## src/rtl/i2c_target_pkg.sv

```systemverilog
// Shared types and constants for the I2C target register block.
package i2c_target_pkg;

  typedef enum logic [3:0] {
    StIdle,
    StAddr,
    StAddrAck,
    StPtr,
    StPtrAck,
    StWdata,
    StWdataAck,
    StRdata,
    StRdataAck,
    StIgnore
  } i2c_tgt_state_e;

  localparam logic       ACK_LVL   = 1'b0;
  localparam logic       NACK_LVL  = 1'b1;
  localparam logic [3:0] BYTE_BITS = 4'd8;

endpackage

```

## src/rtl/i2c_target_mem_if.sv

```systemverilog
// I2C wire-level bundle: SCL and the SDA wire level in, SDA pull-down enable out.
interface i2c_target_mem_if;
  logic scl;
  logic sda_in;
  logic sda_oe;

  modport master (output scl, output sda_in, input sda_oe);
  modport slave  (input scl, input sda_in, output sda_oe);
endinterface

```

## src/rtl/i2c_bus_sampler.sv

```systemverilog
// Synchronises SCL/SDA and derives edge and START/STOP pulses.
// Optional I2C_TARGET_GLITCH_FILTER_EN adds a 3-sample majority filter (2 clk extra latency).
module i2c_bus_sampler (
  input  logic clk,
  input  logic rst,
  input  logic scl,
  input  logic sda,
  output logic sda_lvl,
  output logic scl_rise,
  output logic scl_fall,
  output logic start_det,
  output logic stop_det
);

  logic [1:0] scl_sync_q, sda_sync_q;
  logic       scl_f, sda_f, scl_prev_q, sda_prev_q;

  // Reset to the idle bus level so reset release produces no false edges.
  always_ff @(posedge clk or negedge rst) begin
    if (!rst) begin
      scl_sync_q <= 2'b11;
      sda_sync_q <= 2'b11;
    end else begin
      scl_sync_q <= {scl_sync_q[0], scl};
      sda_sync_q <= {sda_sync_q[0], sda};
    end
  end

`ifdef I2C_TARGET_GLITCH_FILTER_EN
  logic [1:0] scl_hist_q, sda_hist_q;
  logic       scl_maj_q, sda_maj_q;

  function automatic logic maj3(input logic a, input logic b, input logic c);
    return (a & b) | (a & c) | (b & c);
  endfunction

  always_ff @(posedge clk or negedge rst) begin
    if (!rst) begin
      scl_hist_q <= 2'b11;
      sda_hist_q <= 2'b11;
      scl_maj_q  <= 1'b1;
      sda_maj_q  <= 1'b1;
    end else begin
      scl_hist_q <= {scl_hist_q[0], scl_sync_q[1]};
      sda_hist_q <= {sda_hist_q[0], sda_sync_q[1]};
      scl_maj_q  <= maj3(scl_sync_q[1], scl_hist_q[0], scl_hist_q[1]);
      sda_maj_q  <= maj3(sda_sync_q[1], sda_hist_q[0], sda_hist_q[1]);
    end
  end

  assign scl_f = scl_maj_q;
  assign sda_f = sda_maj_q;
`else
  assign scl_f = scl_sync_q[1];
  assign sda_f = sda_sync_q[1];
`endif

  always_ff @(posedge clk or negedge rst) begin
    if (!rst) begin
      scl_prev_q <= 1'b1;
      sda_prev_q <= 1'b1;
    end else begin
      scl_prev_q <= scl_f;
      sda_prev_q <= sda_f;
    end
  end

  assign sda_lvl   = sda_f;
  assign scl_rise  = scl_f & ~scl_prev_q;
  assign scl_fall  = ~scl_f & scl_prev_q;
  assign start_det = ~sda_f & sda_prev_q & scl_f;
  assign stop_det  = sda_f & ~sda_prev_q & scl_f;

endmodule

```

## src/rtl/i2c_target_mem.sv

```systemverilog
// I2C target with a pointer-addressed register file (write/read with auto-increment).
// Optional glitch filtering via I2C_TARGET_GLITCH_FILTER_EN, implemented in i2c_bus_sampler.
module i2c_target_mem
  import i2c_target_pkg::*;
#(
  parameter logic [6:0]  SLAVE_ADDR = 7'b1001100,
  parameter int unsigned DATAWIDTH  = 8,
  parameter int unsigned DEPTH      = 16,
  parameter int unsigned PTRW       = $clog2(DEPTH)
) (
  input  logic                 clk,
  input  logic                 rst,
  i2c_target_mem_if.slave      bus,
  output logic                 busy,
  output logic                 wr_pulse,
  output logic [PTRW-1:0]      wr_ptr,
  output logic [DATAWIDTH-1:0] wr_data,
  output logic                 nack_seen
);

  logic sda_lvl, scl_rise, scl_fall, start_det, stop_det;

  i2c_bus_sampler u_sampler (
    .clk       (clk),
    .rst       (rst),
    .scl       (bus.scl),
    .sda       (bus.sda_in),
    .sda_lvl   (sda_lvl),
    .scl_rise  (scl_rise),
    .scl_fall  (scl_fall),
    .start_det (start_det),
    .stop_det  (stop_det)
  );

  i2c_tgt_state_e       state_q;
  logic [3:0]           bit_cnt_q;
  logic [DATAWIDTH-1:0] shreg_q;
  logic [DATAWIDTH-1:0] mem_q [DEPTH];
  logic [PTRW-1:0]      ptr_q, ptr_inc;
  logic                 rw_q, sda_oe_q;

  assign ptr_inc    = ptr_q + PTRW'(1);
  assign bus.sda_oe = sda_oe_q;

  always_ff @(posedge clk or negedge rst) begin
    if (!rst) begin
      state_q   <= StIdle;
      bit_cnt_q <= '0;
      shreg_q   <= '0;
      ptr_q     <= '0;
      rw_q      <= 1'b0;
      sda_oe_q  <= 1'b0;
      busy      <= 1'b0;
      wr_pulse  <= 1'b0;
      wr_ptr    <= '0;
      wr_data   <= '0;
      nack_seen <= 1'b0;
      for (int unsigned i = 0; i < DEPTH; i++) mem_q[i] <= '0;
    end else begin
      wr_pulse  <= 1'b0;
      nack_seen <= 1'b0;
      if (stop_det) begin
        state_q   <= StIdle;
        sda_oe_q  <= 1'b0;
        busy      <= 1'b0;
        bit_cnt_q <= '0;
      end else if (start_det) begin
        state_q   <= StAddr;
        bit_cnt_q <= '0;
      end else if (scl_rise) begin
        unique case (state_q)
          StAddr, StPtr, StWdata: begin
            if (bit_cnt_q < BYTE_BITS) begin
              shreg_q   <= {shreg_q[DATAWIDTH-2:0], sda_lvl};
              bit_cnt_q <= bit_cnt_q + 4'd1;
            end
          end
          StRdata: if (bit_cnt_q < BYTE_BITS) bit_cnt_q <= bit_cnt_q + 4'd1;
          StRdataAck: begin
            if (sda_lvl == NACK_LVL) begin
              nack_seen <= 1'b1;
              state_q   <= StIgnore;
            end else begin
              ptr_q     <= ptr_inc;
              shreg_q   <= mem_q[ptr_inc];
              bit_cnt_q <= '0;
              state_q   <= StRdata;
            end
          end
          default: ;
        endcase
      end else if (scl_fall) begin
        unique case (state_q)
          StIdle, StIgnore: sda_oe_q <= 1'b0;
          StAddr: begin
            sda_oe_q <= 1'b0;
            if (bit_cnt_q == BYTE_BITS) begin
              if (shreg_q[DATAWIDTH-1:1] == SLAVE_ADDR) begin
                sda_oe_q <= ~ACK_LVL;
                busy     <= 1'b1;
                rw_q     <= shreg_q[0];
                state_q  <= StAddrAck;
              end else begin
                state_q  <= StIgnore;
              end
            end
          end
          StAddrAck: begin
            bit_cnt_q <= '0;
            if (rw_q) begin
              // First read bit goes out on the same edge that ends the address ACK.
              shreg_q  <= mem_q[ptr_q];
              sda_oe_q <= ~mem_q[ptr_q][DATAWIDTH-1];
              state_q  <= StRdata;
            end else begin
              sda_oe_q <= 1'b0;
              state_q  <= StPtr;
            end
          end
          StPtr: begin
            if (bit_cnt_q == BYTE_BITS) begin
              ptr_q    <= shreg_q[PTRW-1:0];
              sda_oe_q <= ~ACK_LVL;
              state_q  <= StPtrAck;
            end
          end
          StPtrAck, StWdataAck: begin
            sda_oe_q  <= 1'b0;
            bit_cnt_q <= '0;
            state_q   <= StWdata;
          end
          StWdata: begin
            if (bit_cnt_q == BYTE_BITS) begin
              mem_q[ptr_q] <= shreg_q;
              wr_pulse     <= 1'b1;
              wr_ptr       <= ptr_q;
              wr_data      <= shreg_q;
              ptr_q        <= ptr_inc;
              sda_oe_q     <= ~ACK_LVL;
              state_q      <= StWdataAck;
            end
          end
          StRdata: begin
            if (bit_cnt_q == BYTE_BITS) begin
              sda_oe_q <= 1'b0;
              state_q  <= StRdataAck;
            end else if (bit_cnt_q == 4'd0) begin
              sda_oe_q <= ~shreg_q[DATAWIDTH-1];
            end else begin
              shreg_q  <= shreg_q << 1;
              sda_oe_q <= ~shreg_q[DATAWIDTH-2];
            end
          end
          StRdataAck: ;
          default: state_q <= StIdle;
        endcase
      end
    end
  end

endmodule

```

## src/flat_wrapper.sv

```systemverilog
// flat-port wrapper written by rule: the top's interface ports become plain ports
module i2c_target_mem_flat import i2c_target_pkg::*;
#(
  parameter logic [6:0]  SLAVE_ADDR = 7'b1001100,
  parameter int unsigned DATAWIDTH  = 8,
  parameter int unsigned DEPTH      = 16,
  parameter int unsigned PTRW       = $clog2(DEPTH)
)
  (clk, rst, busy, wr_pulse, wr_ptr, wr_data, nack_seen, bus_scl, bus_sda_in, bus_sda_oe);
  i2c_target_mem_if bus_i ();
  input  logic clk;
  input  logic rst;
  output logic busy;
  output logic wr_pulse;
  output logic [PTRW-1:0] wr_ptr;
  output logic [DATAWIDTH-1:0] wr_data;
  output logic nack_seen;
  input wire logic [$bits(bus_i.scl)-1:0] bus_scl;
  input wire logic [$bits(bus_i.sda_in)-1:0] bus_sda_in;
  output wire logic [$bits(bus_i.sda_oe)-1:0] bus_sda_oe;
  assign bus_i.scl = bus_scl;
  assign bus_i.sda_in = bus_sda_in;
  assign bus_sda_oe = bus_i.sda_oe;
  i2c_target_mem #(.SLAVE_ADDR(SLAVE_ADDR), .DATAWIDTH(DATAWIDTH), .DEPTH(DEPTH), .PTRW(PTRW)) u_core (.clk(clk), .rst(rst), .bus(bus_i), .busy(busy), .wr_pulse(wr_pulse), .wr_ptr(wr_ptr), .wr_data(wr_data), .nack_seen(nack_seen));
endmodule
```

## config.mk

```make
export PLATFORM = sky130hd
export DESIGN_NAME = i2c_target_mem_flat
export DESIGN_NICKNAME = d
export VERILOG_FILES = /design/src/rtl/i2c_target_pkg.sv /design/src/rtl/i2c_target_mem_if.sv /design/src/rtl/i2c_bus_sampler.sv /design/src/rtl/i2c_target_mem.sv /design/src/flat_wrapper.sv
export SDC_FILE = /design/constraint.sdc
export NUM_CORES = 1
export LEC_CHECK = 0
export ABC_AREA = 1
export CELL_PAD_IN_SITES_DETAIL_PLACEMENT = 1
export CELL_PAD_IN_SITES_GLOBAL_PLACEMENT = 1
export CORE_ASPECT_RATIO = 0.7
export CORE_MARGIN = 2
export CORE_UTILIZATION = 40
export CTS_CLUSTER_SIZE = 30
export DETAILED_ROUTE_END_ITERATION = 7
export GPL_TIMING_DRIVEN = 0
export PLACE_DENSITY = 0.67
export SLEW_MARGIN = 25
export SYNTH_ARGS = -nofsm -noshare
export SYNTH_HDL_FRONTEND = slang
export SYNTH_SLANG_ARGS = --single-unit
```

## constraint.sdc

```tcl
create_clock -name clk -period 2.9 [get_ports clk]
set_clock_uncertainty 0.1 [all_clocks]
set_input_delay 0.87 -clock clk [delete_from_list [all_inputs] [get_ports clk]]
set_output_delay 0.87 -clock clk [all_outputs]
set_load 0.005 [all_outputs]
```

* Word-level counts from Yosys, hierarchy flattened
Cells that the tools add are included.
** Storage, ports and cells
- Bits in registers :: 171
- Input port bits :: 4
- Output and inout bits :: 16
** Cells by class
- $add $sub $neg :: 2
- Order comparisons :: 4
- Eq/ne operators :: 33
- Multiplexer cells :: 75
- Bitwise gates (word level) :: 18
- Reductions and logical operators :: 28
** Operators by type and width (count)
- 128-bit bitwise mux :: 1
- 4-bit two-way mux :: 24
- 8-bit two-way mux :: 12
- 8-bit binary-select mux with 4-bit select :: 2
- 8-bit demux with 4-bit select :: 1
- 8-bit one-hot mux with 2 select lines :: 2
- 1-bit two-way mux :: 28
- 4-bit one-hot mux with 7 select lines :: 1
- 5-bit by 1-bit != test with 1-bit output (second input constant) :: 4
- 4-bit by 3-bit equality test with 1-bit output (second input constant) :: 4
- 4-bit one-hot mux with 2 select lines :: 2
- 5-bit != test (second input constant) :: 3
- 7-bit AND reduction :: 2
- 4-bit equality test (second input constant) :: 3
- 3-bit by 1-bit != test with 1-bit output (second input constant) :: 4
- 6-bit AND reduction :: 2
- 5-bit >= comparator (second input constant) :: 2
- 1-bit inverter :: 10
- 4-bit inverter with 5-bit output :: 2
- 10-bit AND reduction :: 1
- 5-bit AND reduction :: 2
- 2-bit nonzero test :: 5
- 3-bit != test (second input constant) :: 3
- 3-bit OR reduction :: 3
- other kinds (21) :: 37

* Depth between registers and ports, before layout
- Depth in word-level cells :: 11
- Gate-level depth with buffers :: 15

* Modules after synthesis
Synthesis repeated with hierarchy kept, for this count alone.
** Unflattened totals
- Cell total of the unflattened synthesis :: 1387
- Area, all modules :: 9841.9 um2
** Modules (own cells, without submodules)
- i2c_target_mem :: instances 1, cells each 1373, area each 9654.3 um2
- i2c_bus_sampler :: instances 1, cells each 14, area each 187.7 um2

* Worst setup path before layout
OpenSTA, ideal clock, no wires.
- Kind :: register to register
- Start :: reg u_core.ptr_q[1]
- End :: reg u_core.shreg_q[0]
- Setup time :: 0.077 ns
- Arrival time :: 2.327 ns
- Data required time :: 2.723 ns
- Slack :: 0.396 ns
- Stages on the path, launching flop included :: 14
- Buffers on the path :: 4
- Cells stage by stage :: dfrtp_1 clkbuf_1 clkinv_1 clkbuf_1 ha_1 clkbuf_1 inv_1 clkbuf_1 o211ai_1 nand3_1 nand3_1 nand3_1 nand2_1 a21oi_1
** On the way
- Longest elaborated chain between the ends :: 8
- Elaborated cells between the ends (all ways) :: 15
- Those cells by class :: 1 x add/sub; 12 x mux; 2 x bitwise
** RTL lines
- start, declared :: RTL line i2c_target_mem.sv:39 : logic [PTRW-1:0] ptr_q, ptr_inc;
- start signal, assigned :: RTL line i2c_target_mem.sv:84 : ptr_q <= ptr_inc;
- start signal, assigned :: RTL line i2c_target_mem.sv:122 : ptr_q <= shreg_q[PTRW-1:0];
- start signal, assigned :: RTL line i2c_target_mem.sv:138 : ptr_q <= ptr_inc;
- 4-bit by 1-bit adder with 4-bit output / 4-bit inverter with 5-bit output (equally long branches) :: RTL line i2c_target_mem.sv:42, i2c_target_mem.sv:112
- 4-bit inverter with 5-bit output (not written as such) / 8-bit binary-select mux with 4-bit select (equally long branches) :: RTL line i2c_target_mem.sv:85, i2c_target_mem.sv:112
- 8-bit binary-select mux with 4-bit select / 8-bit two-way mux (equally long branches) :: RTL line i2c_target_mem.sv:85, i2c_target_mem.sv:112
- 8-bit two-way mux (on tied branches) :: RTL line i2c_target_mem.sv:85, i2c_target_mem.sv:112
- 8-bit two-way mux (on tied branches) :: RTL line i2c_target_mem.sv:85, i2c_target_mem.sv:110
- 8-bit two-way mux / 8-bit one-hot mux with 2 select lines (equally long branches) :: RTL line i2c_target_mem.sv:80, i2c_target_mem.sv:93
- 8-bit one-hot mux with 2 select lines / 8-bit two-way mux (equally long branches) :: RTL line i2c_target_mem.sv:71, i2c_target_mem.sv:92
- 8-bit two-way mux (*) :: RTL line i2c_target_mem.sv:70 : end else if (scl_rise) begin
- end signal, assigned :: RTL line i2c_target_mem.sv:74 : shreg_q <= {shreg_q[DATAWIDTH-2:0], sda_lvl};
- end signal, assigned :: RTL line i2c_target_mem.sv:85 : shreg_q <= mem_q[ptr_inc];
- end signal, assigned :: RTL line i2c_target_mem.sv:112 : shreg_q <= mem_q[ptr_q];
- end, declared :: RTL line i2c_target_mem.sv:37 : logic [DATAWIDTH-1:0] shreg_q;
Every way passes the cells marked *; elsewhere a longest branch is shown, timed or not. The select of a mux whose other input is x is not followed.
A chain may end at the register's enable or synchronous reset.

* Final worst setup path
- Start :: reg u_core.ptr_q[0]
- End :: reg u_core.shreg_q[5]
The elaborated chain is that of the path after synthesis.

==> out/summary.txt <==
Layout cells sized above 1 - 11.3%
Clock tree buffer depth - 2
Kind of critical path - reg -> reg
Vias in the first global route - 9,999
Setup crit start - u_core.ptr_q[0]
DR vias/cell - 5.49
Fillers - 3,215
Initial DRC Count - 985
Hold_buf cts - 0
CTS tree - done
Largest net degree at the start of global routing - 70
CTS Sinks - 171
Ys flop type - dfrtp_1
Min-delay worst type - in -> async
Crit start category - flop
Die H - 138 um
Worst-Margin Slew - 1.13 ns
Ys async rst share - 100%
Placed cells - 1,785
Final hold vios - 0
Synth Warn # - 0
Placement row count - 48
DR vias - 9,965
Distinct cells, synth - 38
Syn Inst Count - 1,439
Worst r2r src - u_core.ptr_q[0]
Min Tclk post-route - 2.82 ns
EDFF count, synth - 0
Max-slew violations - 0
Reg-to-reg endpoint - u_core.shreg_q[5]
H-tree levels - 4
Most frequent cell after synthesis - nand2_1
Maximum vdd drop - 565 uV
DIE AREA - 0.0268 sq mm
CTS Buf Count - 17
Setup violations, final - 0
Total core area - 0.0248 sq mm
Mapped cell area - 0.0102 sq mm
Fmax - 355 MHz
Crit path to - u_core.shreg_q[5]
Top post-synthesis cells by area - dfrtp_1 41%, nand2_1 20%, nand3_1 7.9%, inv_1 5.5%, o21ai_1 3.9%
Levels on crit path - 10
Post-synthesis sequential area ratio - 42.1%
Delay of the slowest critical-path stage - 0.89 ns
Post_cts resized - 18
Top-Level Pins - 20
Largest area contributor in the netlist - dfrtp_1
Placed inst area - 0.0108 sq mm
DRT Wirelength - 40.8 mm
Initial antenna violation count - 0
Clk root buf - clkbuf_16
Remaining Overflow, GRT - 0
Final ANT Viol Nets - 0
Syn_area_per_cell - 7.08 sq um
Synth cell count leaders - 551 x nand2_1, 165 x dfrtp_1, 160 x nand3_1
CP delay by family, top - XOR/XNOR gates
FF-to-FF setup slack - 0.08 ns
CP bufs+invs - 2
GR Util All Layers - 32.0%
Final core occ - 46.4%
CP required - 3.13 ns
Headroom to the max-slew limit - 24.7%
Die width - 195 um
First-pass GRT wire length - 62.8 mm
Outcome - completed
CTS clock-pin slew for the worst setup and hold paths - 0.07 ns
Clock Latency Late Sink - 0.44 ns
Initial Util - 41.1%
RSZ-0062 raised after global routing - false
Final instance area - 0.0115 sq mm
Worst EP arrival - 3.05 ns
Synth top area share - 40.5%
Final period utilization - 97.1%
Drt first pass iters - 5
GPL Wtd Cong - 0.930
Final HPWL DP - 30.9 mm
Wire length per cell - 22.5 um
CP cell instances - buf_2, nand3_1, xor2_1, inv_2, nand3_1, nand3_1, nand2_1, nand2_1, nand2_1, nand2_1
Final cell count without fillers - 1,816
Max_cap viols - 0
Reg2Reg Depth - 10
Leak - 5.57 nW
Final nets - 1,489
Post-Syn Nets - 1,451
Port Buffers - 19
DRC Markers - 0
Critical path endpoint category - flop
Register bit total from synthesis - 171
Max FO, Critical Path - 10
P&R area growth vs syn - 12.9%
Post-CTS Setup Repair Bufs - 0
Pwr/cell area - 922 mW/mm^2
Slowest cell on crit path - xor2_1
CP dominant cell by count - nand2_1
## final cells by class
cell class	count	area [sq um]	share of cell area [%]
inverters	160	607	5.28
clock inverters	13	143	1.24
multi-input cells	1026	4920	42.8
well taps	325	407	3.54
diodes	1	2.50	0.0218
plain buffers	80	444	3.86
clock buffers	19	443	3.85
flip-flops and latches	171	4290	37.3
repair buffers	21	250	2.18
## sequential cells by signal, indices dropped and copies added, names as in the netlist
register                     flops
u_core.bus.sda_oe                1
u_core.u_sampler.scl_sync_q      2
u_core.u_sampler.scl_prev_q      1
u_core.state_q                   4
u_core.shreg_q                   8
u_core.mem_q                   128
u_core.wr_pulse                  1
u_core.nack_seen                 1
u_core.u_sampler.sda_prev_q      1
u_core.rw_q                      1
u_core.bit_cnt_q                 4
u_core.wr_data                   8
u_core.busy                      1
u_core.ptr_q                     4
u_core.wr_ptr                    4
u_core.u_sampler.sda_sync_q      2
## where the power goes
part	internal [W]	leakage, nW	switching, W
Clock	0.00130	0.272	0.00105
Sequential	0.00250	2.35	0.000157
Combinational	0.00132	2.95	0.00427
## cells in the final DEF (no fill, tap or decap), types with 18 or more instances in the layout
master           Yosys  layout
a21oi_1             24      24
nand2_1            551     551
o21ai_2             33      33
o211ai_1            27      27
o21ai_1             79      79
clkdlybuf4s50_1      0      18
dfrtp_1            165     165
o21ai_0             60      60
clkbuf_1            42      35
nor2_1              31      31
buf_2               24      23
nand3_1            160     155
inv_1              148     148
## per-layer routing
| metal | wire length [um] | share of wire (%) | GRT usage, % |
|---|---|---|---|
| met1 | 20800 | 51 | 48.9 |
| met4 | 797 | 2.0 | 8.46 |
| met2 | 16600 | 41 | 46.0 |
| met3 | 2600 | 6.4 | 5.90 |
| met5 | 0 | 0 | 0 |
## cell families (layout without fill, tap and decap cells)
group / count (synthesis) / count (layout) / synth area share [%]
compound gates: 228 / 228 / 13.2
xor+xnor: 4 / 4 / 0.344
fa+ha+maj: 8 / 8 / 0.983
buf+inv: 242 / 293 / 10.0
flops: 171 / 171 / 42.1
other cells: 0 / 1 / 0
simple gates: 786 / 786 / 33.3
## how the worst min path moves through the flow
stage          depth (start not counted)                      startpoint                             end
2_1_floorplan                          0  u_core.u_sampler.scl_sync_q[0]  u_core.u_sampler.scl_sync_q[1]
3_3_place_gp                           0  u_core.u_sampler.scl_sync_q[0]  u_core.u_sampler.scl_sync_q[1]
3_5_place_dp                           0  u_core.u_sampler.sda_sync_q[0]  u_core.u_sampler.sda_sync_q[1]
4_1_cts                                1                             rst               u_core.mem_q[115]
5_1_grt                                1                             rst               u_core.mem_q[105]
6_report                               1                             rst               u_core.mem_q[113]
## metrics by stage
stage	hold WS (ns)	power [W]	setup WS (ns)	TNS [ns]
6_report	0.222	0.0106	0.0834	0
5_1_grt	0.254	0.0111	0.000847	0
4_1_cts	0.234	0.0104	0.0246	0
3_5_place_dp	0.250	0.00796	-1.37	-18.84
3_3_place_gp	0.246	0.00790	-6.64	-1136.06
2_1_floorplan	0.245	0.00579	0.396	0
No activity file was read; power rests on OpenSTA's default activity.
